===== config.mk =====
export PLATFORM = sky130hd
export DESIGN_NAME = if_fetch_queue
export DESIGN_NICKNAME = d
export VERILOG_FILES = /design/src/rtl/fetch_pkg.sv /design/src/rtl/fetch_fifo.sv /design/src/rtl/if_fetch_queue.sv
export SDC_FILE = /design/constraint.sdc
export NUM_CORES = 1
export LEC_CHECK = 0
export CAP_MARGIN = 20
export CORE_MARGIN = 2
export CORE_UTILIZATION = 25
export DETAILED_ROUTE_END_ITERATION = 6
export MAX_ROUTING_LAYER = met4
export PLACE_DENSITY = 0.57
export SYNTH_ARGS = -nofsm -noshare
export SYNTH_HDL_FRONTEND = slang
export SYNTH_SLANG_ARGS = --single-unit

===== constraint.sdc =====
create_clock -name ip_clk -period 5.1 [get_ports ip_clk]
set_input_delay 1.275 -clock ip_clk [delete_from_list [all_inputs] [get_ports ip_clk]]
set_output_delay 1.275 -clock ip_clk [all_outputs]
set_load 0.02 [all_outputs]

===== src/rtl/fetch_pkg.sv =====
// rtl/fetch_pkg.sv - shared constants and queue entry type for the instruction fetch queue
package fetch_pkg;

   // Instruction word presented when nothing valid is available (addi x0,x0,0)
   localparam logic [31:0] NOP_INSTR      = 32'h0000_0013;
   localparam int          DEFAULT_QDEPTH = 2;

   typedef struct packed {
      logic [31:0] pc;
      logic [31:0] instr;
      logic        misalign;
   } fetch_entry_t;

endpackage


===== src/rtl/fetch_fifo.sv =====
// rtl/fetch_fifo.sv - fetch queue storage, pointers and occupancy count (misalign bit stored only with FETCH_MISALIGN_CHK_EN)
module fetch_fifo
   import fetch_pkg::*;
#(
   parameter int QDEPTH = DEFAULT_QDEPTH
) (
   input  logic                     clk,
   input  logic                     rst,
   input  logic                     wr_en,
   input  fetch_entry_t             wr_entry,
   input  logic                     rd_en,
   input  logic                     flush,
   output fetch_entry_t             rd_entry,
   output logic [$clog2(QDEPTH):0]  count
);

   localparam int PTR_W = $clog2(QDEPTH);

   logic [31:0]      pc_mem    [QDEPTH];
   logic [31:0]      instr_mem [QDEPTH];
   logic [PTR_W-1:0] wr_ptr;
   logic [PTR_W-1:0] rd_ptr;

   // Pointer and count bookkeeping; flush wins over any write or pop
   always_ff @(posedge clk or posedge rst) begin
      if (rst) begin
         wr_ptr <= '0;
         rd_ptr <= '0;
         count  <= '0;
      end else if (flush) begin
         wr_ptr <= '0;
         rd_ptr <= '0;
         count  <= '0;
      end else begin
         if (wr_en) wr_ptr <= wr_ptr + PTR_W'(1);
         if (rd_en) rd_ptr <= rd_ptr + PTR_W'(1);
         case ({wr_en, rd_en})
            2'b10:   count <= count + (PTR_W+1)'(1);
            2'b01:   count <= count - (PTR_W+1)'(1);
            default: count <= count;
         endcase
      end
   end

   // Entry payload storage; contents are meaningless until count covers them
   always_ff @(posedge clk) begin
      if (wr_en) begin
         pc_mem[wr_ptr]    <= wr_entry.pc;
         instr_mem[wr_ptr] <= wr_entry.instr;
      end
   end

`ifdef FETCH_MISALIGN_CHK_EN
   logic misalign_mem [QDEPTH];

   // Per-entry misalignment flag
   always_ff @(posedge clk) begin
      if (wr_en) misalign_mem[wr_ptr] <= wr_entry.misalign;
   end

   // Head entry read-out
   always_comb begin
      rd_entry.pc       = pc_mem[rd_ptr];
      rd_entry.instr    = instr_mem[rd_ptr];
      rd_entry.misalign = misalign_mem[rd_ptr];
   end
`else
   logic unused_misalign;
   assign unused_misalign = wr_entry.misalign;

   // Head entry read-out; no misalign state exists in this build
   always_comb begin
      rd_entry.pc       = pc_mem[rd_ptr];
      rd_entry.instr    = instr_mem[rd_ptr];
      rd_entry.misalign = 1'b0;
   end
`endif

endmodule


===== src/rtl/if_fetch_queue.sv =====
// rtl/if_fetch_queue.sv - IF stage fetch queue: accept, in-flight tracking and flush control (option FETCH_MISALIGN_CHK_EN)
module if_fetch_queue #(
   parameter int          QDEPTH    = fetch_pkg::DEFAULT_QDEPTH,
   parameter logic [31:0] NOP_INSTR = fetch_pkg::NOP_INSTR
) (
   input  logic        ip_clk,
   input  logic        ip_rst,
   input  logic [31:0] ip_pc,
   input  logic        ip_pc_valid,
   output logic        op_pc_ready,
   output logic        op_imem_req,
   output logic [31:0] op_imem_addr,
   input  logic [31:0] ip_imem_rdata,
   input  logic        ip_stall,
   input  logic        ip_flush,
   output logic        op_if_valid,
   output logic [31:0] op_if_pc,
   output logic [31:0] op_if_instr,
   output logic        op_misalign
);
   import fetch_pkg::*;

   localparam int               PTR_W   = $clog2(QDEPTH);
   localparam logic [PTR_W+1:0] DEPTH_V = (PTR_W+2)'(QDEPTH);

   logic [PTR_W:0]   count;
   logic [PTR_W+1:0] occupancy;
   logic             inflight;
   logic [31:0]      pc_q;
   logic [31:0]      pc_store;
   logic             accept;
   logic             wr_en;
   logic             pop;
   fetch_entry_t     wr_entry;
   fetch_entry_t     head;

   // A slot is reserved for the in-flight response so a write can never hit a full queue
   assign occupancy    = {1'b0, count} + {{(PTR_W+1){1'b0}}, inflight};
   assign op_pc_ready  = !ip_rst && !ip_flush && (occupancy < DEPTH_V);
   assign accept       = ip_pc_valid && op_pc_ready;
   assign op_imem_req  = accept;
   assign op_imem_addr = {ip_pc[31:2], 2'b00};

   // A flush in the response cycle drops the returning word
   assign wr_en        = inflight && !ip_flush;
   assign pop          = op_if_valid && !ip_stall;
   assign op_if_valid  = (count != '0);

`ifdef FETCH_MISALIGN_CHK_EN
   assign pc_store          = ip_pc;
   assign wr_entry.misalign = |pc_q[1:0];
`else
   logic unused_pc_lsb;
   assign unused_pc_lsb     = ^ip_pc[1:0];
   assign pc_store          = {ip_pc[31:2], 2'b00};
   assign wr_entry.misalign = 1'b0;
`endif
   assign wr_entry.pc    = pc_q;
   assign wr_entry.instr = ip_imem_rdata;

   // Track the single outstanding memory read and remember its PC for the response cycle
   always_ff @(posedge ip_clk or posedge ip_rst) begin
      if (ip_rst) begin
         inflight <= 1'b0;
         pc_q     <= '0;
      end else begin
         inflight <= accept;
         if (accept) pc_q <= pc_store;
      end
   end

   fetch_fifo #(.QDEPTH(QDEPTH)) u_fifo (
      .clk      (ip_clk),
      .rst      (ip_rst),
      .wr_en    (wr_en),
      .wr_entry (wr_entry),
      .rd_en    (pop),
      .flush    (ip_flush),
      .rd_entry (head),
      .count    (count)
   );

`ifdef FETCH_MISALIGN_CHK_EN
   // Head presentation; a misaligned head shows a NOP and raises the flag
   always_comb begin
      op_if_pc    = '0;
      op_if_instr = NOP_INSTR;
      op_misalign = 1'b0;
      if (op_if_valid) begin
         op_if_pc    = head.pc;
         op_misalign = head.misalign;
         op_if_instr = head.misalign ? NOP_INSTR : head.instr;
      end
   end
`else
   logic unused_head_misalign;
   assign unused_head_misalign = head.misalign;

   // Head presentation; empty queue shows PC 0 and a NOP
   always_comb begin
      op_if_pc    = '0;
      op_if_instr = NOP_INSTR;
      op_misalign = 1'b0;
      if (op_if_valid) begin
         op_if_pc    = head.pc;
         op_if_instr = head.instr;
      end
   end
`endif

endmodule


Yosys cells after proc, flatten, opt, wreduce, memory -nomap -nowiden:

Memories as Yosys holds them, arrays and structs flattened.
Index checks and enable logic that the tools add are counted.

* add/subtract/negate cells: 5
* order comparisons: 1
* eq/ne operators: 2
* multiplexer cells: 10
* reduce and logical (&&, ||, !) cells: 12

Operators by type and width (number)
* $mux 32: 2
* $mux 1: 6
* $reduce_bool 2->1: 3
* $logic_and 1x1->1: 5
* $pmux 2 s2: 1
* $add 2x1->3: 1
* $logic_not 1->1: 3
* $lt 3x2->1 const B: 1
* $reduce_bool 3->1: 1
* $add 1x1->1 const B: 2
* $add 2x1->2 const B: 1
* $eq 2x1->1 const B: 1
* $eq 2x2->1 const B: 1
* $mux 2: 1
* $sub 2x1->2 const B: 1

* register bits after elaboration: 35
* RAM bits: 124
* input bits: 69
* output and inout bits: 100
* logic and storage cells: 37
* memories: 2

Memories
* u_fifo.instr_mem: words 2, bits a word 32, read ports 1, clocked after memory_dff 0, wr ports 1, RTL line fetch_fifo.sv:20 `logic [31:0] instr_mem [QDEPTH];`
* u_fifo.pc_mem: words 2, bits a word 30, read ports 1, clocked after memory_dff 0, wr ports 1, RTL line fetch_fifo.sv:19 `logic [31:0] pc_mem [QDEPTH];`

Depth between registers and ports, before layout:

Gate-level depths: netlist of run 1.

* depth in word-level cells: 5
* depth in mapped cells: 4
* depth with buffers taken out: 3

Modules after synthesis:

Synthesis of run 1 repeated with hierarchy kept, for this count alone.

* cell total of the unflattened synthesis: 397
* area total of the unflattened synthesis: 7034.2 µm²

By module, submodules not included
* fetch_fifo: instances 1, cells each 221, area an instance 5039.8 µm², seq. area each 3943.8 µm²
* if_fetch_queue: instances 1, cells each 176, area an instance 1994.4 µm², seq. area each 775.7 µm²

Worst setup path after synthesis of run 1:

Ideal clock, no wire load.

* path type: input -> register
* from: input ip_flush
* to: memory u_fifo.instr_mem[0][0] (enable)
* setup time: 0.482 ns
* data arrival time: 4.039 ns
* required time: 4.618 ns
* setup slack: 0.579 ns
* cell stages on the path: 2
* path buffers: 0
* path through: nand2b_1 -> nor2_1

* word-level cells in the longest chain between the ends: 4

RTL lines
* from (decl): RTL line if_fetch_queue.sv:15 `input logic ip_flush,`
* $logic_not 1->1: RTL line if_fetch_queue.sv:45 `assign wr_en = inflight && !ip_flush;`
* $logic_and 1x1->1: RTL line if_fetch_queue.sv:45
* $mux 1: RTL line fetch_fifo.sv:47 `if (wr_en) begin`
* $mux 1 (not written as such): RTL line fetch_fifo.sv:49 `instr_mem[wr_ptr] <= wr_entry.instr;`
* to (decl): RTL line fetch_fifo.sv:20

No other way between the ends.

Final worst setup path of run 1:

* from: input ip_flush
* to: output op_imem_req

* word-level cells in the longest chain between the ends: 4

RTL lines
* $logic_not 1->1: RTL line if_fetch_queue.sv:39 `assign op_pc_ready = !ip_rst && !ip_flush && (occupancy < DEPTH_V);`
* $logic_and 1x1->1 (2 in series): RTL line if_fetch_queue.sv:39
* $logic_and 1x1->1: RTL line if_fetch_queue.sv:40 `assign accept = ip_pc_valid && op_pc_ready;`
* to (decl): RTL line if_fetch_queue.sv:11 `output logic op_imem_req,`

No other way between the ends.

==> impl_summary.log, run 1 <==
[metrics] unrepaired setup endpoints after global routing: no
[metrics] total negative slack: 0 ps
[metrics] power per cell area: 345 nW/um^2
[metrics] multi-input combinational cell area: 1480 um^2
[metrics] number of I/O port buffers: 161
[metrics] core area: 25200 um^2
[metrics] Worst Reg-to-Reg Cells: 4
[metrics] worst hold stages: 0
[metrics] critical path launch point: ip_flush
[metrics] post-synth design cell area: 6410 um^2
[metrics] distinct cell type count of the synthesized netlist: 24
[metrics] TritonCTS clock tree: built
[metrics] worst-case register-to-register setup slack: 3240 ps
[metrics] transition at the pin with the smallest max-transition slack: 597 ps
[metrics] count of TritonRoute iterations in the first routing pass: 6
[metrics] total power: 3030 uW
[metrics] clock latency on the worst-skew pair: 410 ps
[metrics] die boundary width: 164 um
[metrics] initial antenna violation count: 0
[metrics] total placed cells including tap cells: 842
[metrics] logic depth of the worst path, buffers included: 5
[metrics] detail-routed via count per cell: 4.03
[metrics] maximum fanout along the worst path: 6
[metrics] Largest delay share family, worst path: buffers and inverters
[metrics] y dimension of the die: 164 um
[metrics] delay of the slowest cell on the worst path: 600 ps
[metrics] result of the run: finished clean
[metrics] cell repeated most along the worst path: sky130_fd_sc_hd__clkdlybuf4s50_1
[metrics] Synth-to-Final Area Change: 37.1%
[metrics] Worst VDD drop: 0.000136 V
[metrics] Yosys reg bits: 159
[metrics] count of warnings emitted by yosys: 0
[metrics] Critical Path End: op_imem_req
[metrics] top achievable clock speed: 232 MHz
[metrics] Synth Instances: 389
[metrics] commonest cells after routing, fill and taps aside: sky130_fd_sc_hd__clkdlybuf4s50_1 (161), sky130_fd_sc_hd__edfxtp_1 (124), sky130_fd_sc_hd__mux2i_1 (63)
[metrics] post-synthesis average cell area: 16.5 um^2
[metrics] worst slew margin relative to its limit: 0.602
[metrics] cell internal power dissipation: 2330 uW
[metrics] wire per inst: 15.1 um
[metrics] clock slew at reported path FFs: 60 ps
[metrics] leading register cell type out of synthesis: sky130_fd_sc_hd__edfxtp_1
[metrics] Post-synth EDFFs: 124
[metrics] TritonCTS Buffers: 17
[metrics] endpoint class of the critical path: output pin
[metrics] reported max-cap violation count: 0
[metrics] Final Cycle Share: 0.846
[metrics] proportion of power drawn by flip-flops and latches: 0.504
[metrics] Post-synth ARST share: 0.220
[metrics] Arr. time, crit path: 3040 ps
[metrics] final hold violation count: 0
[metrics] Antenna Violating Nets Remaining: 0
[metrics] layout cells sized above 1: 0.143
[metrics] final WL: 13200 um
[metrics] Final Slew Violations: 0
[metrics] total congestion overflow: 0
[metrics] effective utilization at floorplan: 0.255
[metrics] root buffer cell: sky130_fd_sc_hd__clkbuf_16
[metrics] post-synthesis sequential area ratio: 0.717
[metrics] std cell rows: 58
[metrics] CTS Hold Bufs: 0
[metrics] Tmin final: 4310 ps
[metrics] number of gates given a new drive strength after cts: 0
[metrics] area of the die: 26900 um^2
[metrics] Layout Utilization: 0.349
[metrics] final worst clock skew: 16.4 ps
[metrics] Final setup viols: 0
[metrics] Detailed Route Iter0 Violations: 114
[metrics] final net count: 600
[metrics] cell with the largest stage delay on the worst path: sky130_fd_sc_hd__clkdlybuf4s50_1
[metrics] net switching power figure: 700 uW
[metrics] Min-Delay Path Class: register to register
[metrics] maximum number of pins on one net before global-route repair: 34
[metrics] Buf/Inv on CP: 3
[metrics] count of boundary I/O pins: 169
[metrics] cells traversed along the worst timing path: clkdlybuf4s50_1, a2111oi_4, nand2_2, inv_1, clkdlybuf4s50_1
[metrics] switching part of the total power: 0.231
[metrics] placed wire-length estimate: 8720 um
[metrics] critical path data required time: 3830 ps
[metrics] global-route wire length before repair: 20100 um
[metrics] DRC Markers: 0
[metrics] relative contribution of combinational cells to total power: 0.092
[metrics] fin cells: 874
[metrics] Clk pwr share: 0.404
[metrics] endpoint of the worst register-to-register path: pc_q[29]
[metrics] maximum buffer depth of the clock tree: 2
[metrics] Post CTS Setup Buffer Count: 0
[metrics] critical path class: input pin to output pin
[metrics] Sequential Area: 4600 um^2
[metrics] antenna fix cells: 0
[metrics] filler cell count: 2424
[metrics] worst reg2reg startpoint: inflight
[metrics] total routing resource utilization after global routing: 0.103
[metrics] number of H-tree levels: 4
[metrics] static leakage power: 0.00305 uW
[metrics] total number of vias: 3526
[metrics] via count of the first global-routing pass: 3796
[metrics] # clock sinks: 159
[metrics] worst hold margin: 471 ps
[metrics] most common library cell in the layout ignoring fill and taps: sky130_fd_sc_hd__clkdlybuf4s50_1
[metrics] gpl congestion: 0.707
[metrics] kind of start point of the critical path: input pin
## flip-flops by register name, summed over array words and instances (netlist names)
name / cells
u_fifo.rd_ptr: 1
u_fifo.pc_mem: 60
inflight: 1
pc_q: 30
u_fifo.wr_ptr: 1
u_fifo.count: 2
u_fifo.instr_mem: 64
## power groups by stage
stage | sequential, uW | combinational, uW | clock (uW)
after global routing | 1540 | 297 | 1330
after CTS | 1530 | 282 | 1280
final | 1530 | 277 | 1230
after detailed placement | 1560 | 280 | 0
after global placement | 1550 | 271 | 0
after floorplan | 1540 | 174 | 0
## cell type report
class / count / share of cell area
Sequential cell: 159 / 0.524
Timing Repair Buffer: 170 / 0.193
Multi-Input combinational cell: 178 / 0.168
Clock buffer: 19 / 0.0528
Tap cell: 330 / 0.0470
Clock inverter: 13 / 0.0132
Inverter: 5 / 0.00213
## worst register-to-register path, stage by stage (launching register included)
cell and delay, ps:
sky130_fd_sc_hd__dfrtp_1 470, sky130_fd_sc_hd__a2111oi_4 460, sky130_fd_sc_hd__nand2_2 100, sky130_fd_sc_hd__buf_4 330
sky130_fd_sc_hd__mux2_4 380
## cell usage after synthesis, types with 2 or more instances
cell	n	area [um^2]
sky130_fd_sc_hd__edfxtp_1	124	3720
sky130_fd_sc_hd__mux2i_1	63	631
sky130_fd_sc_hd__nor2_1	63	236
sky130_fd_sc_hd__buf_4	35	263
sky130_fd_sc_hd__dfrtp_1	35	876
sky130_fd_sc_hd__mux2_4	29	435
sky130_fd_sc_hd__clkbuf_1	7	26.3
sky130_fd_sc_hd__buf_2	6	30.0
sky130_fd_sc_hd__inv_1	5	18.8
sky130_fd_sc_hd__a21oi_1	3	15.0
sky130_fd_sc_hd__buf_6	3	33.8
sky130_fd_sc_hd__nand2_1	3	11.3
sky130_fd_sc_hd__o21ai_0	2	10.0
## layer usage
| metal | share of wire | GRT usage | up-vias |
|---|---|---|---|
| met3 | 0.047 | 0.0280 | 7 |
| met2 | 0.50 | 0.171 | 122 |
| met5 | 0 | - | - |
| met1 | 0.44 | 0.122 | 1741 |
| met4 | 0.0084 | 0.0343 | 0 |
| li1 | - | - | 1656 |
## how the worst min path moves through the flow
| stage | from | end | slack [ps] |
|---|---|---|---|
| global route | pc_q[30] | u_fifo.pc_mem[0][28] | 490 |
| detailed placement | pc_q[31] | u_fifo.pc_mem[1][29] | 460 |
| floorplan | pc_q[31] | u_fifo.pc_mem[0][29] | 440 |
| CTS | pc_q[31] | u_fifo.pc_mem[1][29] | 470 |
| global placement | pc_q[31] | u_fifo.pc_mem[0][29] | 450 |
| finish | pc_q[31] | u_fifo.pc_mem[1][29] | 470 |
## kinds of logic (layout without fill, tap and decap cells)
group / count (synthesis) / count (layout) / synth area share
compound gates: 7 / 7 / 0.00956
flops: 159 / 159 / 0.717
other cells: 1 / 5 / 0.000585
mux: 93 / 93 / 0.168
buf+inv: 56 / 207 / 0.0580
simple gates: 72 / 72 / 0.0451
xor+xnor: 1 / 1 / 0.00137
## per-stage QoR
| stage | worst slack (ps) | instance area, um^2 |
|---|---|---|
| after floorplan | 579 | 6430 |
| after CTS | 776 | 8790 |
| after detailed placement | 788 | 8210 |
| final | 788 | 8790 |
| after global placement | 807 | 8180 |
| after global routing | 718 | 8790 |
(Power assumes the default switching activity.)
==> inputs of run 2 (changes only) <==
==> constraint.sdc (replaced) <==
create_clock -name ip_clk -period 4.3 [get_ports ip_clk]
set_input_delay 1.075 -clock ip_clk [delete_from_list [all_inputs] [get_ports ip_clk]]
set_output_delay 1.075 -clock ip_clk [all_outputs]
set_load 0.02 [all_outputs]
==> impl_summary.log, run 2 (same netlist as run 1, synthesis figures left out) <==
[metrics] std cell rows: 58
[metrics] worst min-delay path startpoint: pc_q[2]
[metrics] total negative slack: 0 ps
[metrics] worst-case register-to-register setup slack: 2430 ps
[metrics] register bank with the most flops: u_fifo.instr_mem
[metrics] wire per inst: 15.3 um
[metrics] clock latency on the worst-skew pair: 420 ps
[metrics] top achievable clock speed: 255 MHz
[metrics] critical path class: input pin to output pin
[metrics] TritonCTS clock tree: built
[metrics] commonest cells after routing, fill and taps aside: sky130_fd_sc_hd__clkdlybuf4s50_1 (161), sky130_fd_sc_hd__edfxtp_1 (124), sky130_fd_sc_hd__mux2i_1 (63)
[metrics] switching part of the total power: 0.218
[metrics] clock slew at reported path FFs: 60 ps
[metrics] detail-routed via count per cell: 4.02
[metrics] final net count: 601
[metrics] max FFs per register: 64
[metrics] antenna fix cells: 0
[metrics] y dimension of the die: 164 um
[metrics] most common library cell in the layout ignoring fill and taps: sky130_fd_sc_hd__clkdlybuf4s50_1
[metrics] Synth-to-Final Area Change: 37.2%
[metrics] transition at the pin with the smallest max-transition slack: 699 ps
[metrics] effective utilization at floorplan: 0.255
[metrics] static leakage power: 0.00304 uW
[metrics] Detailed Route Iter0 Violations: 197
[metrics] final worst clock skew: 7.81 ps
[metrics] Final Slew Violations: 0
[metrics] worst hold stages: 0
[metrics] Final setup viols: 0
[metrics] initial antenna violation count: 0
[metrics] cell internal power dissipation: 2830 uW
[metrics] count of boundary I/O pins: 169
[metrics] relative contribution of combinational cells to total power: 0.091
[metrics] Final Cycle Share: 0.913
[metrics] Post CTS Setup Buffer Count: 0
[metrics] area of the die: 26900 um^2
[metrics] final WL: 13400 um
[metrics] TritonCTS Buffers: 17
[metrics] unrepaired setup endpoints after global routing: no
[metrics] endpoint class of the critical path: output pin
[metrics] number of gates given a new drive strength after cts: 0
[metrics] total routing resource utilization after global routing: 0.107
[metrics] root buffer cell: sky130_fd_sc_hd__clkbuf_16
[metrics] registers with the highest flip-flop counts: u_fifo.instr_mem: 64 flops, u_fifo.pc_mem: 60 flops, pc_q: 30 flops
[metrics] placed cell area: 8210 um^2
[metrics] Arr. time, crit path: 2850 ps
[metrics] filler cell count: 2429
[metrics] total number of vias: 3519
[metrics] total congestion overflow: 0
[metrics] maximum buffer depth of the clock tree: 2
[metrics] placed wire-length estimate: 8920 um
[metrics] CTS Hold Bufs: 0
[metrics] Worst Reg-to-Reg Cells: 4
[metrics] # clock sinks: 159
[metrics] worst hold margin: 469 ps
[metrics] maximum number of pins on one net before global-route repair: 37
[metrics] kind of start point of the critical path: input pin
[metrics] Final Instance Area: 8790 um^2
[metrics] net switching power figure: 790 uW
[metrics] count of TritonRoute iterations in the first routing pass: 4
[metrics] hold-critical path endpoint: u_fifo.pc_mem[0][0]
[metrics] proportion of power drawn by flip-flops and latches: 0.501
[metrics] global-route wire length before repair: 20900 um
[metrics] Min-Delay Path Class: register to register
[metrics] gpl congestion: 0.717
[metrics] core area: 25200 um^2
[metrics] critical path data required time: 3220 ps
[metrics] Tmin final: 3930 ps
[metrics] die boundary width: 164 um
[metrics] Clk pwr share: 0.408
[metrics] number of I/O port buffers: 161
[metrics] final hold violation count: 0
[metrics] reported max-cap violation count: 0
[metrics] DRC Markers: 0
[metrics] worst slew margin relative to its limit: 0.534
[metrics] worst reg2reg startpoint: inflight
[metrics] endpoint of the worst register-to-register path: pc_q[23]
[metrics] Worst VDD drop: 0.000260 V
[metrics] number of H-tree levels: 4
[metrics] maximum fanout along the worst path: 6
[metrics] power per cell area: 412 nW/um^2
[metrics] result of the run: finished clean
[metrics] layout cells sized above 1: 0.141
[metrics] Antenna Violating Nets Remaining: 0
[metrics] via count of the first global-routing pass: 3826
[run 2: cell types whose count changed in the layout (fill, tap and decap cells not counted)]
cell                         previous run  this run
sky130_fd_sc_hd__buf_16                 1         0
sky130_fd_sc_hd__inv_8                  2         0
sky130_fd_sc_hd__inv_6                  6         4
sky130_fd_sc_hd__buf_4                  8         9
sky130_fd_sc_hd__clkinv_2               0         2
sky130_fd_sc_hd__buf_12                 0         1
sky130_fd_sc_hd__bufinv_16              0         2
sky130_fd_sc_hd__clkinvlp_4             2         4
sky130_fd_sc_hd__clkbuf_16             18        17
sky130_fd_sc_hd__clkbuf_1               0         2
sky130_fd_sc_hd__clkinv_4               3         0
[run 2: how the worst max path moves through the flow]
stage                     startpoint  cells past startpoint  slack, ps                      to
after floorplan             ip_flush                      2        -20  u_fifo.instr_mem[0][0]
after global placement      ip_flush                      5        380             op_imem_req
after detailed placement    ip_flush                      5        380             op_imem_req
after CTS                   ip_flush                      5        370             op_imem_req
after global routing        ip_flush                      5        270             op_imem_req
final                       ip_flush                      5        370             op_imem_req
[run 2: layer usage]
| metal | vias up | routed length, um | share of wire | global-route usage |
|---|---|---|---|---|
| met4 | 0 | 152 | 0.011 | 0.0383 |
| met5 | - | 0 | 0 | - |
| li1 | 1657 | - | - | - |
| met3 | 12 | 714 | 0.053 | 0.0285 |
| met2 | 116 | 6420 | 0.48 | 0.165 |
| met1 | 1734 | 6130 | 0.46 | 0.135 |
[run 2: critical path, cell delays in order]
cell and delay [ps]:
sky130_fd_sc_hd__clkdlybuf4s50_1 540, sky130_fd_sc_hd__a2111oi_4 450, sky130_fd_sc_hd__nand2_2 90, sky130_fd_sc_hd__inv_1 80
sky130_fd_sc_hd__clkdlybuf4s50_1 600
[run 2: power groups by stage]
stage | clock network [uW] | registers [uW] | logic (uW)
floorplan | 0 | 1820 | 206
global placement | 0 | 1840 | 327
detailed placement | 0 | 1850 | 332
CTS | 1530 | 1820 | 335
global route | 1600 | 1820 | 352
finish | 1480 | 1810 | 329
[run 2: metrics by stage]
step | setup WS (ps) | power, uW | util | instances
4_1_cts | 365 | 3680 | 0.349 | 875
3_5_place_dp | 376 | 2180 | 0.326 | 843
6_report | 373 | 3620 | 0.349 | 875
5_1_grt | 272 | 3770 | 0.349 | 875
3_3_place_gp | 384 | 2170 | 0.326 | 843
2_1_floorplan | -21.0 | 2030 | - | 393
[run 2: layout make-up]
type                       count  area [um^2]  share of cell area
sequential                   159         4600               0.523
multi-input combinational    178         1480               0.168
clock inverter                12          135              0.0154
tap                          330          413              0.0470
timing repair buffer         171         1700               0.193
clock buffer                  20          447              0.0508
inverter                       5         18.8             0.00213
==> inputs of run 3 (changes only) <==
--- a/config.mk
+++ b/config.mk
@@ -5,7 +5,6 @@
 export SDC_FILE = /design/constraint.sdc
 export NUM_CORES = 1
 export LEC_CHECK = 0
-export CAP_MARGIN = 20
 export CORE_MARGIN = 2
 export CORE_UTILIZATION = 25
 export DETAILED_ROUTE_END_ITERATION = 6
==> constraint.sdc (replaced) <==
create_clock -name ip_clk -period 4.3 [get_ports ip_clk]
set_input_delay 0.86 -clock ip_clk [delete_from_list [all_inputs] [get_ports ip_clk]]
set_output_delay 0.86 -clock ip_clk [all_outputs]
set_load 0.02 [all_outputs]
==> impl_summary.log, run 3 (same netlist as run 1, synthesis figures left out) <==
[metrics] Final setup viols: 0
[metrics] number of I/O port buffers: 161
[metrics] global-route wire length before repair: 20600 um
[metrics] die boundary width: 164 um
[metrics] via count of the first global-routing pass: 3840
[metrics] max FFs per register: 64
[metrics] worst hold margin: 471 ps
[metrics] Final Instance Area: 8780 um^2
[metrics] Synth-to-Final Area Change: 37.0%
[metrics] Min-Delay Path Class: register to register
[metrics] result of the run: finished clean
[metrics] final net count: 600
[metrics] most common library cell in the layout ignoring fill and taps: sky130_fd_sc_hd__clkdlybuf4s50_1
[metrics] CTS Hold Bufs: 0
[metrics] worst slew margin relative to its limit: 0.341
[metrics] maximum buffer depth of the clock tree: 2
[metrics] Worst VDD drop: 0.000198 V
[metrics] final WL: 13300 um
[metrics] initial antenna violation count: 0
[metrics] # clock sinks: 159
[metrics] clock latency on the worst-skew pair: 420 ps
[metrics] placed wire-length estimate: 8540 um
[metrics] root buffer cell: sky130_fd_sc_hd__clkbuf_16
[metrics] clock slew at reported path FFs: 60 ps
[metrics] register bank with the most flops: u_fifo.instr_mem
[metrics] total negative slack: 0 ps
[metrics] antenna fix cells: 0
[metrics] count of boundary I/O pins: 169
[metrics] commonest cells after routing, fill and taps aside: sky130_fd_sc_hd__clkdlybuf4s50_1 (161), sky130_fd_sc_hd__edfxtp_1 (124), sky130_fd_sc_hd__mux2i_1 (63)
[metrics] kind of start point of the critical path: register
[metrics] area of the die: 26900 um^2
[metrics] power per cell area: 412 nW/um^2
[metrics] Final Slew Violations: 0
[metrics] number of H-tree levels: 4
[metrics] y dimension of the die: 164 um
[metrics] gpl congestion: 0.708
[metrics] total number of vias: 3546
[metrics] detailed-routing wirelength on met1: 6040 um
[metrics] TritonCTS clock tree: built
[metrics] std cell rows: 58
[metrics] number of gates given a new drive strength after cts: 0
[metrics] uppermost signal routing layer after detailed routing: met4
[metrics] total congestion overflow: 0
[metrics] final hold violation count: 0
[metrics] maximum number of pins on one net before global-route repair: 54
[metrics] critical path class: register to output pin
[metrics] Detailed Route Iter0 Violations: 171
[metrics] routed length on met3: 676 um
[metrics] unrepaired setup endpoints after global routing: no
[metrics] registers with the highest flip-flop counts: u_fifo.instr_mem: 64 flops, u_fifo.pc_mem: 60 flops, pc_q: 30 flops
[metrics] layout cells sized above 1: 0.138
[metrics] static leakage power: 0.00304 uW
[metrics] reported max-cap violation count: 0
[metrics] Arr. time, crit path: 2760 ps
[metrics] endpoint class of the critical path: output pin
[metrics] critical path data required time: 3440 ps
[metrics] placed cell area: 8200 um^2
[metrics] TritonCTS Buffers: 17
[metrics] top achievable clock speed: 276 MHz
[metrics] filler cell count: 2375
[metrics] core area: 25200 um^2
[metrics] maximum fanout along the worst path: 53
[metrics] detail-routed via count per cell: 4.06
[metrics] Tmin final: 3620 ps
[metrics] count of TritonRoute iterations in the first routing pass: 4
[metrics] wire per inst: 15.2 um
[metrics] Post CTS Setup Buffer Count: 0
[metrics] total power: 3620 uW
[metrics] Final Cycle Share: 0.841
[metrics] DRC Markers: 0
[metrics] routed length on met2: 6470 um
[metrics] final worst clock skew: 14.6 ps
[metrics] effective utilization at floorplan: 0.255
[metrics] total routing resource utilization after global routing: 0.105
[metrics] Antenna Violating Nets Remaining: 0
[metrics] transition at the pin with the smallest max-transition slack: 989 ps
## run 3: cell types whose count changed in the layout (fill, tap and decap cells not counted), sizes merged
cell | previous run | this run
clkinv | 3 | 6
inv | 8 | 6
buf | 10 | 9
clkbuf | 20 | 19
## run 3: cell type report
type | instances | area (um^2) | share of cell area
flip-flops and latches | 159 | 4600 | 0.524
well taps | 330 | 413 | 0.0470
inverters | 5 | 18.8 | 0.00214
multi-input cells | 178 | 1480 | 0.168
repair buffers | 170 | 1690 | 0.193
clock buffers | 19 | 443 | 0.0504
clock inverters | 13 | 138 | 0.0157
## run 3: report_power, final
group / leakage [uW] / internal [uW] / switching [uW]
logic: 0.00122 / 196 / 130
clock network: 0.000271 / 870 / 609
registers: 0.00154 / 1760 / 56.2
## run 3: worst paths after layout
check                      slack [ps]  cells past startpoint                   end     startpoint
setup / recovery                  680                      4          op_if_pc[15]  u_fifo.rd_ptr
hold / removal                    470                      0  u_fifo.pc_mem[1][29]       pc_q[31]
setup reg to reg                 2440                      4              pc_q[27]       inflight
hold reg to reg                   470                      0  u_fifo.pc_mem[1][29]       pc_q[31]
max in group asynchronous        2880                      3              pc_q[25]         ip_rst
min in group asynchronous         730                      2       u_fifo.count[1]         ip_rst
## run 3: layer usage
metal	track usage	vias up
li1	-	1656
met1	0.130	1758
met2	0.167	122
met3	0.0318	10
met4	0.0287	0
met5	-	-
## run 3: metrics by stage
step | setup slack (ps) | util | std cells
floorplan | 194 | - | 393
global placement | 827 | 0.326 | 842
detailed placement | 838 | 0.326 | 842
CTS | 613 | 0.349 | 874
global route | 503 | 0.349 | 874
finish | 683 | 0.349 | 874
## run 3: critical path, cell delays in order (launching register included)
cell and delay [ps]:
sky130_fd_sc_hd__dfrtp_4 1080, sky130_fd_sc_hd__buf_4 380, sky130_fd_sc_hd__mux2i_1 110, sky130_fd_sc_hd__nor2_1 140, sky130_fd_sc_hd__clkdlybuf4s50_1 630
